### src/rtl/singcyc_irq_ctrl.sv
// Memory-mapped interrupt controller and system timer for the single-cycle core.
// Collects a timer source and four synchronised edge-triggered lines and drives the core's iInterrupt.
module singcyc_irq_ctrl #(
  parameter logic [31:0] BASE = 32'h40000000
) (
  input  logic        iClk,
  input  logic        iRst_n,
  input  logic [31:0] iAddr,
  input  logic [31:0] iWrData,
  input  logic        iMemWrite,
  input  logic        iMemRead,
  output logic [31:0] oRdData,
  output logic        oHit,
  input  logic [3:0]  iIrq,
  input  logic        iKernel,
  output logic        oInterrupt
);

  localparam logic [0:0] ARMED      = 1'b0;
  localparam logic [0:0] IN_SERVICE = 1'b1;

  localparam logic [2:0] IDX_TH    = 3'd0;
  localparam logic [2:0] IDX_TL    = 3'd1;
  localparam logic [2:0] IDX_TCON  = 3'd2;
  localparam logic [2:0] IDX_EN    = 3'd3;
  localparam logic [2:0] IDX_PEND  = 3'd4;
  localparam logic [2:0] IDX_CAUSE = 3'd5;

  logic [31:0] th;
  logic [31:0] tl;
  logic        run;
  logic [4:0]  en;
  logic [4:0]  pend;
  logic [2:0]  cause;
  logic [0:0]  state;
  logic        kernelQ;
  logic [3:0]  irqSync1;
  logic [3:0]  irqSync2;
  logic [3:0]  irqSync3;

  logic [2:0]  regIdx;
  logic        wrEn;
  logic        wrTh;
  logic        wrTl;
  logic        wrTcon;
  logic        wrEnMask;
  logic        wrPend;
  logic        overflow;
  logic [31:0] tlNext;
  logic [3:0]  irqRise;
  logic [4:0]  hwSet;
  logic [4:0]  w1cMask;
  logic [4:0]  pendNext;
  logic [4:0]  active;
  logic [2:0]  winner;

  assign regIdx = iAddr[4:2];
  assign oHit   = (iAddr[31:5] == BASE[31:5]) && (regIdx <= IDX_CAUSE) && (iAddr[1:0] == 2'b00);

  assign wrEn     = iMemWrite & oHit;
  assign wrTh     = wrEn && (regIdx == IDX_TH);
  assign wrTl     = wrEn && (regIdx == IDX_TL);
  assign wrTcon   = wrEn && (regIdx == IDX_TCON);
  assign wrEnMask = wrEn && (regIdx == IDX_EN);
  assign wrPend   = wrEn && (regIdx == IDX_PEND);

  // A software store to TL beats both the increment and the overflow event.
  assign overflow = run && (tl == 32'hFFFFFFFF) && !wrTl;

  always_comb begin
    tlNext = tl;
    if (wrTl) begin
      tlNext = iWrData;
    end else if (run) begin
      tlNext = (tl == 32'hFFFFFFFF) ? th : tl + 32'd1;
    end
  end

  assign irqRise  = irqSync2 & ~irqSync3;
  assign hwSet    = {irqRise, overflow};
  assign w1cMask  = wrPend ? iWrData[4:0] : 5'b00000;
  assign pendNext = (pend & ~w1cMask) | hwSet;

  assign active = pend & en;

  always_comb begin
    winner = 3'd0;
    for (int i = 4; i >= 0; i--) begin
      if (active[i]) begin
        winner = 3'(i);
      end
    end
  end

  assign oInterrupt = (state == ARMED) && (|active) && !iKernel;

  always_comb begin
    oRdData = 32'h0;
    if (oHit && iMemRead) begin
      case (regIdx)
        IDX_TH:    oRdData = th;
        IDX_TL:    oRdData = tl;
        IDX_TCON:  oRdData = {31'h0, run};
        IDX_EN:    oRdData = {27'h0, en};
        IDX_PEND:  oRdData = {27'h0, pend};
        IDX_CAUSE: oRdData = {29'h0, cause};
        default:   oRdData = 32'h0;
      endcase
    end
  end

  always_ff @(posedge iClk or negedge iRst_n) begin
    if (!iRst_n) begin
      irqSync1 <= 4'h0;
      irqSync2 <= 4'h0;
      irqSync3 <= 4'h0;
    end else begin
      irqSync1 <= iIrq;
      irqSync2 <= irqSync1;
      irqSync3 <= irqSync2;
    end
  end

  always_ff @(posedge iClk or negedge iRst_n) begin
    if (!iRst_n) begin
      th   <= 32'h0;
      tl   <= 32'h0;
      run  <= 1'b0;
      en   <= 5'h0;
      pend <= 5'h0;
    end else begin
      if (wrTh) begin
        th <= iWrData;
      end
      if (wrTcon) begin
        run <= iWrData[0];
      end
      if (wrEnMask) begin
        en <= iWrData[4:0];
      end
      tl   <= tlNext;
      pend <= pendNext;
    end
  end

  // kernelQ is cleared on entry so the take cycle (iKernel still 0) cannot re-arm at once.
  always_ff @(posedge iClk or negedge iRst_n) begin
    if (!iRst_n) begin
      state   <= ARMED;
      cause   <= 3'd0;
      kernelQ <= 1'b0;
    end else begin
      case (state)
        ARMED: begin
          kernelQ <= 1'b0;
          if (oInterrupt) begin
            cause <= winner;
            state <= IN_SERVICE;
          end
        end
        IN_SERVICE: begin
          kernelQ <= iKernel;
          if (kernelQ && !iKernel) begin
            state <= ARMED;
          end
        end
        default: state <= ARMED;
      endcase
    end
  end

endmodule

### config.mk
export PLATFORM = sky130hd
export DESIGN_NAME = singcyc_irq_ctrl
export DESIGN_NICKNAME = d
export VERILOG_FILES = /design/src/rtl/singcyc_irq_ctrl.sv
export SDC_FILE = /design/constraint.sdc
export NUM_CORES = 1
export LEC_CHECK = 0
export BUFFER_PORTS_ARGS = -buffer_cell sky130_fd_sc_hd__buf_2
export CORE_MARGIN = 2
export CORE_UTILIZATION = 35
export CTS_BUF_LIST = sky130_fd_sc_hd__clkbuf_8
export DETAILED_ROUTE_END_ITERATION = 10
export HOLD_SLACK_MARGIN = 0.1
export PLACE_DENSITY = 0.55
export SYNTH_ARGS = -nofsm -noshare
export SYNTH_HDL_FRONTEND = slang
export SYNTH_SLANG_ARGS = --single-unit
### constraint.sdc
create_clock -name iClk -period 9 [get_ports iClk]
set_clock_uncertainty 0.15 [all_clocks]
set_input_delay 2.7 -clock iClk [delete_from_list [all_inputs] [get_ports iClk]]
set_output_delay 2.7 -clock iClk [all_outputs]
set_load 0.03 [all_outputs]
## Word-level counts from Yosys, hierarchy flattened

Index checks and enable logic that the tools add are counted.

| storage, ports and cells | value |
|---|---|
| flip-flop bits (word level) | 92 |
| output and inout bits | 34 |

| operators by class | value |
|---|---|
| add/subtract/negate cells | 1 |
| magnitude comparators | 1 |
| equality and inequality tests | 7 |
| mux-type cells | 15 |
| bitwise operators | 8 |
| reduce and logical (&&, ||, !) cells | 20 |

Operator list:

| operator | count |
|---|---|
| $pmux 32 s6 | 1 |
| $mux 32 | 4 |
| $add 32x1->32 const B | 1 |
| $eq 32x32->1 const B | 1 |
| $eq 27x26->1 const B | 1 |
| $mux 3 | 5 |
| $logic_and 1x1->1 | 13 |
| $and 5x5->5 | 2 |
| $eq 3x2->1 const B | 2 |
| $eq 3x3->1 const B | 2 |
| $mux 5 | 1 |
| $not 5->5 | 1 |
| $or 5x5->5 | 1 |
| $reduce_or 5->1 | 1 |
| $and 4x4->4 | 1 |
| $not 4->4 | 1 |
| $pmux 1 s2 | 2 |
| $eq 3x1->1 const B | 1 |
| $le 3x3->1 const B | 1 |
| $logic_not 3->1 | 1 |
| $logic_not 1->1 | 2 |
| $logic_not 2->1 | 1 |
| $mux 1 | 2 |
| $reduce_and 2->1 | 1 |
| other kinds (3) | 3 |

## Logic depth before layout (Yosys ltp)

Gate-level depths: netlist (run 1).

| logic depth | value |
|---|---|
| depth in word-level cells | 9 |
| gate-level depth with buffers | 9 |
| gate-level depth less buffers | 7 |

## Least setup slack after synthesis (run 1)

No wires, ideal clock.

| timing path | value |
|---|---|
| path type | input -> output |
| from | in iAddr[15] |
| to | out oRdData[10] |
| arrival time | 4.341 ns |
| required time | 6.150 ns |
| setup slack | 1.809 ns |
| stages on the path | 6 |
| cell sequence | nor4_1 nand4_2 nor2_4 nand2_1 clkbuf_1 nor2_1 |

| between the ends | value |
|---|---|
| word-level cells in the longest chain between the ends | 5 |

Ends and longest elaborated chain:

| element | RTL line | RTL |
|---|---|---|
| start, declared | 8 | `input logic [31:0] iAddr,` |
| $eq 27x26->1 | 58 | `assign oHit = (iAddr[31:5] == BASE[31:5]) && (regIdx <= IDX_CAUSE) && (iAddr[1:0] == 2'b00);` |
| $logic_and 1x1->1 (2 in series) | 58 |  |
| named net oHit | 13 | `output logic oHit,` |
| $logic_and 1x1->1 | 99 | `if (oHit && iMemRead) begin` |
| $mux 32 | 99 |  |
| end, declared | 12 | `output logic [31:0] oRdData,` |

The timed path passes the listed nets, and every way through them passes these cells.

## Worst setup path in the final report (run 1)

| timing path | value |
|---|---|
| from | in iAddr[5] |
| to | out oRdData[31] |

| between the ends | value |
|---|---|
| word-level cells in the longest chain between the ends | 5 |

Ends and longest elaborated chain:

| element | RTL line |
|---|---|
| $eq 27x26->1 | 58 |
| $logic_and 1x1->1 (2 in series) | 58 |
| $logic_and 1x1->1 | 99 |
| $mux 32 | 99 |

No other way between the ends.

==> out/metrics.csv, run 1 <==
stage,metric,value,unit
worst_setup_path,r2r endpoint,tl[6],
global_routing,GRT Total Usage,19.0,%
floorplan,Die Wd,127,um
power_and_ir_drop,leakage,2.85,nW
global_routing,vias in the first global route,4579,
synth,Gate Count Post-Synth,549,
floorplan,core area,14600,um^2
sta,Final Setup Violations,0,
synth,Yosys top cell area share,43.6,%
placed_design,DP Area,5930,um^2
sta,"Hold Vio Cnt, Final",0,
cts,"Hold-fix buffers, CTS",0,
cts,postcts setup bufs,0,
cells_and_area,Final Core Density,41.9,%
sta,Final period util,83.0,%
min_path,Hold Path Depth,0,
synth,post-synthesis area per instance,9.63,um^2
worst_setup_path,worst setup path category,in2out,
placed_design,GP Congestion,0.829,
cts,CTS tree,yes,
worst_setup_path,R2R setup slack,6.18,ns
worst_setup_path,required time worst endpoint,6.15,ns
synth,synthesized area,5290,um^2
cells_and_area,area delta synth->final,16.0,%
synth,"area leader, netlist",dfrtp_1,
cts,post_cts resized,0,
global_routing,first-pass GRT wire length,24200,um
cts,H-Tree Level Count,3,
sta,minimum clock period,7.47,ns
floorplan,placement row count,44,
cells_and_area,most frequent cells in the layout,"buf_2, dfrtp_1, nor2_1",
synth,Most used DFF post-synth,dfrtp_1,
min_path,worst min-delay path startpoint,irqSync1[0],
sta,Fin Hold WS,0.202,ns
worst_setup_path,worst r2r src,tl[0],
sta,setup TNS,0,ns
placed_design,port bufs,106,
global_routing,"Remaining Overflow, GRT",0,
floorplan,Initial Utilization,36.1,%
placed_design,Placed Instances,813,
floorplan,Die ar.,16100,um^2
global_routing,largest net degree at the start of global routing,60,
job,max_cap viols,0,
detailed_routing,WL per Instance,18.0,um
placed_design,dpl hpwl,10200,um
detailed_routing,final routed DRC violation total,0,
sta,RSZ-0062 raised after global routing,false,
cts,clock latency on the worst-skew pair,0.38,ns
cells_and_area,Layout Cells excl Fill,829,
cells_and_area,n_diodes,0,
synth,number of synthesized flops with an enable pin,0,
synth,asr flop ratio synth,100,%
synth,Yosys cell types,58,
detailed_routing,via/cell ratio,5.57,
cells_and_area,Final #Nets,714,
cells_and_area,"most common cell after layout, fill and taps aside",buf_2,
sta,max-slew violations,0,
min_path,Worst Hold Endpoint,irqSync2[0],
worst_setup_path,CP max FO,21,
power_and_ir_drop,VDD IR max,0.0000655,V
cts,clock root buffer,clkbuf_8,
global_routing,initial antenna violation count,0,
run_status,status,finished clean,
synth,Synth Warn #,0,
detailed_routing,WL final,14900,um
min_path,HP Class,reg2reg,
synth,synth top area cells,"dfrtp_1, mux2_1, a22oi_1",
floorplan,Die Ht,127,um
cts,Num CTS Buffers,9,
detailed_routing,DRT iter0 DRCs,373,
synth,Synth Net Count,623,
worst_setup_path,CP Capture Type,output pin,
sta,f_max,0.134,GHz
worst_setup_path,R2R cell count,7,
cts,maximum root-to-sink buffer count,2,
sta,Worst-Margin Slew,0.943,ns
floorplan,Top-Level Pins,107,
detailed_routing,post-route ant nets,0,
cts,clk sink count,92,
synth,register area share after synthesis,43.6,%
sta,Slew headroom,36.9,%
power_and_ir_drop,PwrDens,124,nW/um^2
cells_and_area,Finished Cell Area,6130,um^2
cells_and_area,layout cells sized above 1,25.4,%
detailed_routing,Detailed Routing Iterations Pass 1,5,
synth,synthesis-stage register bit count,92,
detailed_routing,DR vias,4615,
cts,clk slew on worst S/H paths,0.10,ns
worst_setup_path,crit path launch type,input pin,
worst_setup_path,CP Data Arrival Time,4.62,ns
state kept, by name (all words and copies together), names as in the netlist:
| register | count |
|---|---|
| irqSync3 | 4 |
| run | 1 |
| th | 32 |
| state | 1 |
| en | 5 |
| cause | 3 |
| irqSync1 | 4 |
| tl | 32 |
| kernelQ | 1 |
| pend | 5 |
| irqSync2 | 4 |
report_power, final:
| group | internal (mW) | total, mW | switching [mW] |
|---|---|---|---|
| clock | 0.134 | 0.298 | 0.164 |
| sequential | 0.417 | 0.418 | 0.00144 |
| combinational | 0.0180 | 0.0461 | 0.0281 |
Yosys cell counts, types with 3 or more instances:
cell type	number
xor2_1	6
buf_6	4
nand2_1	57
nor4_1	7
a22o_1	5
a21oi_2	3
and2_1	6
nor2b_1	4
nor3_2	4
or3_1	3
xnor2_1	6
a21o_1	8
a21oi_1	17
nand4_1	13
buf_2	10
o21a_1	3
o22a_1	10
mux2_2	14
nor4_2	3
nand3_1	18
mux2i_1	9
a22oi_1	35
o211ai_1	3
nor3b_1	5
mux2_1	28
nor3_1	7
a31oi_1	12
dfrtp_1	92
o21ai_1	9
clkbuf_1	14
o21ai_0	19
and4_1	7
and3_1	8
inv_1	12
nor2_1	59
per-layer routing:
layer / wire length [um] / track usage (%) / up-vias
met5: 0 / 0 / -
met4: 165 / 4.98 / 0
met3: 659 / 3.58 / 15
met2: 7190 / 31.8 / 116
met1: 6880 / 25.4 / 2288
li1: - / - / 2196
kinds of logic (layout without fill, tap and decap cells):
kind of cell | Yosys count | after routing | synth area share [%]
buf+inv | 46 | 142 | 4.43
fa+ha+maj | 1 | 1 | 0.237
mux | 51 | 51 | 10.7
flops | 92 | 92 | 43.6
compound gates | 132 | 132 | 16.9
xor+xnor | 12 | 12 | 1.99
simple gates | 215 | 215 | 22.2
worst max path at each step:
stage / startpoint / to / slack [ns] / cells after the start
floorplan: iAddr[15] / oRdData[10] / 1.81 / 6
global placement: iAddr[7] / oRdData[14] / 1.57 / 8
detailed placement: iAddr[6] / oRdData[28] / 1.50 / 8
CTS: iAddr[21] / oRdData[20] / 1.52 / 8
global route: iAddr[7] / oRdData[26] / 1.24 / 8
finish: iAddr[5] / oRdData[31] / 1.53 / 8
critical path, cell delays in order:
cell and delay (ns):
buf_2 0.09, nor4_1 0.34, nand4_2 0.21, nor2_4 0.23
nand2_1 0.34, buf_4 0.35, nor2_1 0.13, buf_2 0.21
metrics by stage:
stage,worst slack [ns],total power [mW]
after global placement,1.57,0.472
after CTS,1.52,0.774
after detailed placement,1.50,0.473
final,1.53,0.762
after global routing,1.24,0.802
after floorplan,1.81,0.440
final cells by class:
| cell class | count | area (um^2) |
|---|---|---|
| Sequential cell | 92 | 2300 |
| Fill cell | 1465 | 8510 |
| Clock inverter | 7 | 82.6 |
| Clock buffer | 9 | 124 |
| Tap cell | 184 | 230 |
| Inverter | 13 | 48.8 |
| Timing Repair Buffer | 113 | 586 |
| Multi-Input combinational cell | 411 | 2760 |
Note: power is estimated with default switching activity, not from simulation.
==> run 2: changes to the inputs <==
--- a/config.mk
+++ b/config.mk
@@ -5,13 +5,14 @@
 export SDC_FILE = /design/constraint.sdc
 export NUM_CORES = 1
 export LEC_CHECK = 0
+export ABC_AREA = 1
 export BUFFER_PORTS_ARGS = -buffer_cell sky130_fd_sc_hd__buf_2
 export CORE_MARGIN = 2
 export CORE_UTILIZATION = 35
 export CTS_BUF_LIST = sky130_fd_sc_hd__clkbuf_8
 export DETAILED_ROUTE_END_ITERATION = 10
 export HOLD_SLACK_MARGIN = 0.1
-export PLACE_DENSITY = 0.55
+export PLACE_DENSITY = 0.56
 export SYNTH_ARGS = -nofsm -noshare
 export SYNTH_HDL_FRONTEND = slang
 export SYNTH_SLANG_ARGS = --single-unit
==> constraint.sdc (replaced) <==
create_clock -name iClk -period 6.2 [get_ports iClk]
set_clock_uncertainty 0.15 [all_clocks]
set_input_delay 1.86 -clock iClk [delete_from_list [all_inputs] [get_ports iClk]]
set_output_delay 1.86 -clock iClk [all_outputs]
set_load 0.03 [all_outputs]
==> out/metrics.csv, run 2 <==
stage,metric,value,unit,change
run_status,status,finished clean,,unchanged
synth,register area share after synthesis,38.9,%,was 43.6%
min_path,Hold Path Depth,0,,unchanged
cells_and_area,Final #Nets,1048,,was 714
detailed_routing,WL final,18400,um,was 14900 um
global_routing,largest net degree at the start of global routing,61,,was 60
cts,clk slew on worst S/H paths,0.11,ns,was 0.10 ns
worst_setup_path,required time worst endpoint,4.19,ns,was 6.15 ns
sta,f_max,0.192,GHz,
cts,post_cts resized,0,,unchanged
cells_and_area,biggest regs,"th: 32 flops, tl: 32 flops",,unchanged
placed_design,GP Congestion,0.904,,was 0.829
worst_setup_path,R2R setup slack,3.82,ns,was 6.18 ns
synth,asr flop ratio synth,100,%,unchanged
power_and_ir_drop,VDD IR max,0.0000965,V,was 0.0000655 V
synth,Synth Net Count,962,,was 623
global_routing,first-pass GRT wire length,30700,um,was 24200 um
synth,Most used DFF post-synth,dfrtp_1,,unchanged
cts,H-Tree Level Count,3,,unchanged
synth,synth top area cells,"dfrtp_1, nand2_1, nand3_1",,"was dfrtp_1, mux2_1, a22oi_1"
floorplan,Die Wd,134,um,was 127 um
placed_design,port bufs,106,,unchanged
cts,clk sink count,92,,unchanged
synth,Yosys top cell area share,38.9,%,was 43.6%
synth,synthesized area,5920,um^2,was 5290 um^2
job,max_cap viols,0,,unchanged
floorplan,Top-Level Pins,107,,unchanged
detailed_routing,via/cell ratio,4.98,,was 5.57
synth,post-synthesis area per instance,6.67,um^2,was 9.63 um^2
sta,"Hold Vio Cnt, Final",0,,unchanged
synth,Post-synth top cells,"nand2_1, nand3_1, dfrtp_1",,"was dfrtp_1, nor2_1, nand2_1"
power_and_ir_drop,PwrDens,163,nW/um^2,was 124 nW/um^2
cts,clock root buffer,clkbuf_8,,unchanged
sta,minimum clock period,5.22,ns,
sta,Worst-Margin Slew,0.792,ns,was 0.943 ns
synth,synthesis-stage register bit count,92,,unchanged
worst_setup_path,worst setup path category,in2out,,unchanged
cells_and_area,"most common cell after layout, fill and taps aside",nand2_1,,was buf_2
worst_setup_path,CP Data Arrival Time,3.21,ns,was 4.62 ns
global_routing,GRT Total Usage,21.4,%,was 19.0%
sta,Final period util,84.2,%,
synth,Yosys cell types,34,,was 58
sta,Final Setup Violations,0,,unchanged
placed_design,dpl hpwl,12900,um,was 10200 um
worst_setup_path,worst r2r src,tl[0],,unchanged
worst_setup_path,CP Capture Type,output pin,,unchanged
sta,setup TNS,0,ns,unchanged
min_path,Worst Hold Endpoint,irqSync2[3],,was irqSync2[0]
detailed_routing,DRT iter0 DRCs,422,,was 373
cells_and_area,n_diodes,0,,unchanged
min_path,HP Class,reg2reg,,unchanged
sta,Fin Hold WS,0.204,ns,was 0.202 ns
floorplan,Initial Utilization,35.7,%,was 36.1%
synth,top-count cell post-synth,nand2_1,,was dfrtp_1
worst_setup_path,CP max FO,27,,was 21
floorplan,Die Ht,134,um,was 127 um
global_routing,"Remaining Overflow, GRT",0,,unchanged
power_and_ir_drop,leakage,3.26,nW,was 2.85 nW
cells_and_area,most frequent cells in the layout,"nand2_1, nand3_1, buf_2",,"was buf_2, dfrtp_1, nor2_1"
sta,RSZ-0062 raised after global routing,false,,unchanged
worst_setup_path,R2R cell count,9,,was 7
detailed_routing,Detailed Routing Iterations Pass 1,5,,unchanged
detailed_routing,DR vias,5977,,was 4615
sta,max-slew violations,0,,unchanged
cells_and_area,Layout Cells excl Fill,1199,,was 829
synth,Gate Count Post-Synth,888,,was 549
min_path,worst min-delay path startpoint,irqSync1[3],,was irqSync1[0]
worst_setup_path,r2r endpoint,tl[20],,was tl[6]
synth,Synth Warn #,0,,unchanged
cells_and_area,layout cells sized above 1,16.2,%,was 25.4%
sta,Slew headroom,47.0,%,was 36.9%
cts,clock latency on the worst-skew pair,0.40,ns,was 0.38 ns
floorplan,Die ar.,18000,um^2,was 16100 um^2
worst_setup_path,crit path launch type,input pin,,unchanged
cts,CTS tree,yes,,unchanged
floorplan,core area,16600,um^2,was 14600 um^2
synth,"area leader, netlist",dfrtp_1,,unchanged
floorplan,placement row count,47,,was 44
detailed_routing,post-route ant nets,0,,unchanged
cts,postcts setup bufs,0,,unchanged
detailed_routing,final routed DRC violation total,0,,unchanged
cells_and_area,area delta synth->final,14.7,%,was 16.0%
cts,maximum root-to-sink buffer count,2,,unchanged
placed_design,Placed Instances,1183,,was 813
global_routing,initial antenna violation count,0,,unchanged
synth,number of synthesized flops with an enable pin,0,,unchanged
global_routing,vias in the first global route,5729,,was 4579
cts,Num CTS Buffers,9,,unchanged
detailed_routing,WL per Instance,15.3,um,was 18.0 um
cts,"Hold-fix buffers, CTS",0,,unchanged
## run 2: how the worst max path moves through the flow
stage | from | endpoint | slack [ns]
2_1_floorplan | iAddr[18] | oRdData[1] | 0.98
3_3_place_gp | iAddr[3] | oRdData[0] | 1.01
3_5_place_dp | iAddr[3] | oRdData[0] | 0.98
4_1_cts | iAddr[4] | oRdData[0] | 0.98
5_1_grt | iAddr[6] | oRdData[4] | 0.80
6_report | iAddr[4] | oRdData[0] | 0.98
## run 2: area by class of cell
type / instances / area (um^2)
flip-flops and latches: 92 / 2300
inverters: 82 / 310
well taps: 220 / 275
clock buffers: 9 / 124
repair buffers: 114 / 618
multi-input cells: 675 / 3070
fillers: 1818 / 9790
clock inverters: 7 / 88.8
## run 2: per-stage QoR
stage | power (mW) | instance area (um^2) | util [%] | setup WS [ns]
after CTS | 1.12 | 6790 | 41.0 | 0.985
after global routing | 1.15 | 6790 | 41.0 | 0.804
after floorplan | 0.633 | 5920 | - | 0.977
after detailed placement | 0.683 | 6580 | 39.7 | 0.984
after global placement | 0.682 | 6580 | 39.7 | 1.01
final | 1.11 | 6790 | 41.0 | 0.978
## run 2: critical path, stage by stage
cell     delay [ns]
buf_2          0.13
inv_1          0.09
nand3_1        0.08
inv_2          0.33
buf_12         0.24
nand2_1        0.10
a21oi_1        0.14
buf_2          0.22
## run 2: power by group
part | internal [mW] | switching [mW] | total, mW
sequential | 0.604 | 0.00108 | 0.605
combinational | 0.0228 | 0.0423 | 0.0651
clock | 0.164 | 0.272 | 0.436
total | 0.790 | 0.316 | 1.11
## run 2: cells by family after synthesis
kind of cell               count (synthesis)  share of synthesized area [%]
xor gates and xnor gates                  12                           1.78
buffers and inverters                    121                           9.19
adders and majority gates                  1                          0.211
DFF                                       92                           38.9
AOI/OAI and AO/OA                         66                           5.94
and+or+nand+nor                          596                           44.0
## run 2: layer usage
| metal | vias to the layer above | share of wire (%) | global-route usage (%) |
|---|---|---|---|
| li1 | 3028 | - | - |
| met1 | 2773 | 49 | 30.8 |
| met2 | 158 | 45 | 33.8 |
| met3 | 18 | 4.4 | 3.17 |
| met4 | 0 | 1.2 | 5.85 |
| met5 | - | 0 | 0 |
==> run 3: changes to the inputs <==
==> constraint.sdc (replaced) <==
create_clock -name iClk -period 4.8 [get_ports iClk]
set_clock_uncertainty 0.15 [all_clocks]
set_input_delay 1.44 -clock iClk [delete_from_list [all_inputs] [get_ports iClk]]
set_output_delay 1.44 -clock iClk [all_outputs]
set_load 0.03 [all_outputs]
==> out/metrics.csv, run 3 (synthesis gave the netlist of run 2 again) <==
stage,metric,value,unit,change
cts,clk slew on worst S/H paths,0.11,ns,about the same
cells_and_area,Final #Nets,1051,,was 1048
min_path,HP Class,reg2reg,,unchanged
floorplan,Die Wd,134,um,unchanged
worst_setup_path,required time worst endpoint,3.21,ns,was 4.19 ns
cells_and_area,area delta synth->final,15.3,%,was 14.7%
floorplan,Die Ht,134,um,unchanged
cts,clock root buffer,clkbuf_8,,unchanged
worst_setup_path,CP max FO,60,,was 27
cts,"Hold-fix buffers, CTS",0,,unchanged
global_routing,"Remaining Overflow, GRT",0,,unchanged
sta,minimum clock period,4.33,ns,
worst_setup_path,CP Capture Type,output pin,,unchanged
power_and_ir_drop,PwrDens,215,nW/um^2,was 163 nW/um^2
sta,RSZ-0062 raised after global routing,false,,unchanged
cts,clk sink count,92,,unchanged
detailed_routing,WL per Instance,15.0,um,was 15.3 um
global_routing,vias in the first global route,5860,,was 5729
detailed_routing,DRT iter0 DRCs,481,,was 422
detailed_routing,final routed DRC violation total,0,,unchanged
sta,f_max,0.231,GHz,
detailed_routing,DR vias,6007,,was 5977
global_routing,largest net degree at the start of global routing,79,,was 61
job,max_cap viols,0,,unchanged
detailed_routing,WL final,18000,um,was 18400 um
worst_setup_path,CP Data Arrival Time,2.74,ns,was 3.21 ns
cells_and_area,most frequent cells in the layout,"nand2_1, nand3_1, buf_2",,unchanged
placed_design,port bufs,106,,unchanged
detailed_routing,via/cell ratio,4.99,,was 4.98
global_routing,initial antenna violation count,1,,was 0
floorplan,Top-Level Pins,107,,unchanged
sta,Worst-Margin Slew,0.997,ns,was 0.792 ns
detailed_routing,post-route ant nets,0,,unchanged
placed_design,dpl hpwl,12800,um,was 12900 um
cells_and_area,biggest regs,"th: 32 flops, tl: 32 flops",,unchanged
cts,Num CTS Buffers,9,,unchanged
sta,Final Setup Violations,0,,unchanged
placed_design,DP Area,6600,um^2,was 6580 um^2
sta,Slew headroom,33.6,%,was 47.0%
global_routing,GRT Total Usage,21.1,%,was 21.4%
floorplan,placement row count,47,,unchanged
floorplan,Die ar.,18000,um^2,unchanged
cells_and_area,Finished Cell Area,6830,um^2,was 6790 um^2
cells_and_area,"most common cell after layout, fill and taps aside",nand2_1,,unchanged
power_and_ir_drop,leakage,3.28,nW,was 3.26 nW
cts,H-Tree Level Count,3,,unchanged
placed_design,GP Congestion,0.943,,was 0.904
floorplan,Initial Utilization,35.7,%,unchanged
sta,"Hold Vio Cnt, Final",0,,unchanged
cells_and_area,fillers,1845,,was 1818
cts,clock latency on the worst-skew pair,0.38,ns,was 0.40 ns
cells_and_area,layout cells sized above 1,16.5,%,was 16.2%
detailed_routing,Detailed Routing Iterations Pass 1,5,,unchanged
global_routing,first-pass GRT wire length,30300,um,was 30700 um
sta,Final period util,90.2,%,
worst_setup_path,crit path launch type,input pin,,unchanged
floorplan,core area,16600,um^2,unchanged
worst_setup_path,critical path's slowest cell,buf_12,,was inv_2
sta,setup TNS,0,ns,unchanged
cts,CTS tree,yes,,unchanged
worst_setup_path,worst path cell trace,"buf_2, nor2_1, nand2_1, clkinv_1, buf_12, nand2_1, o221ai_1, nor2_1, a21oi_1, buf_2",,"was buf_2, inv_1, nand3_1, inv_2, buf_12, nand2_1, a21oi_1, buf_2"
power_and_ir_drop,total power draw,1.47,mW,was 1.11 mW
cells_and_area,Final Core Density,41.2,%,was 41.0%
cts,post_cts resized,0,,unchanged
run_status,status,finished clean,,unchanged
power_and_ir_drop,VDD IR max,0.000192,V,was 0.0000965 V
sta,max-slew violations,0,,unchanged
worst_setup_path,CP peak stage delay,0.26,ns,was 0.33 ns
worst_setup_path,worst setup path category,in2out,,unchanged
cts,maximum root-to-sink buffer count,2,,unchanged
cts,postcts setup bufs,0,,unchanged
[run 3: cell count changes in the layout (fill, tap and decap cells not counted), sizes merged]
cell | previous run | this run
bufinv | 0 | 1
diode | 0 | 1
buf | 114 | 117
clkinv | 13 | 10
inv | 76 | 78
[run 3: layout make-up]
cell class / count / area [um^2] / area share, %
multi-input cells: 675 / 3070 / 45.0
flip-flops and latches: 92 / 2300 / 33.7
repair buffers: 117 / 641 / 9.38
inverters: 82 / 310 / 4.54
well taps: 220 / 275 / 4.03
clock buffers: 9 / 124 / 1.81
clock inverters: 7 / 100 / 1.47
diodes: 1 / 2.50 / 0.0366
[run 3: worst max-delay path, delay by kind of cell]
family                 cells  cell delay (ns)
AOI/OAI and AO/OA          2             0.21
buffers and inverters      4             0.68
and+or+nand+nor            4             0.39
[run 3: per-layer routing]
| metal | global-route usage, % | share of wire (%) | vias up |
|---|---|---|---|
| li1 | - | - | 3037 |
| met1 | 29.8 | 48 | 2775 |
| met2 | 33.0 | 45 | 164 |
| met3 | 3.70 | 5.1 | 31 |
| met4 | 6.37 | 1.9 | 0 |
| met5 | 0 | 0 | - |
[run 3: worst paths after layout]
check / start / end / slack [ns] / cells after the start
min in group asynchronous: iRst_n / kernelQ / 1.04 / 1
worst max-delay path: iAddr[3] / oRdData[0] / 0.47 / 10
max in group asynchronous: iRst_n / tl[27] / 2.64 / 2
worst min register to register: irqSync1[2] / irqSync2[2] / 0.21 / 0
worst min-delay path: irqSync1[2] / irqSync2[2] / 0.21 / 0
worst max register to register: tl[0] / tl[27] / 2.39 / 9
[run 3: power by group]
part           internal (mW)  switching, mW  total, mW
sequential             0.780        0.00144      0.781
combinational         0.0302         0.0543     0.0845
clock                  0.262          0.338      0.600
[run 3: through the flow]
step	hold WS (ns)	std cells	setup slack, ns
6_report	0.211	1203	0.469
5_1_grt	0.218	1202	0.359
4_1_cts	0.215	1202	0.456
3_5_place_dp	0.188	1186	0.458
3_3_place_gp	0.184	1186	0.472
2_1_floorplan	0.181	888	0.417
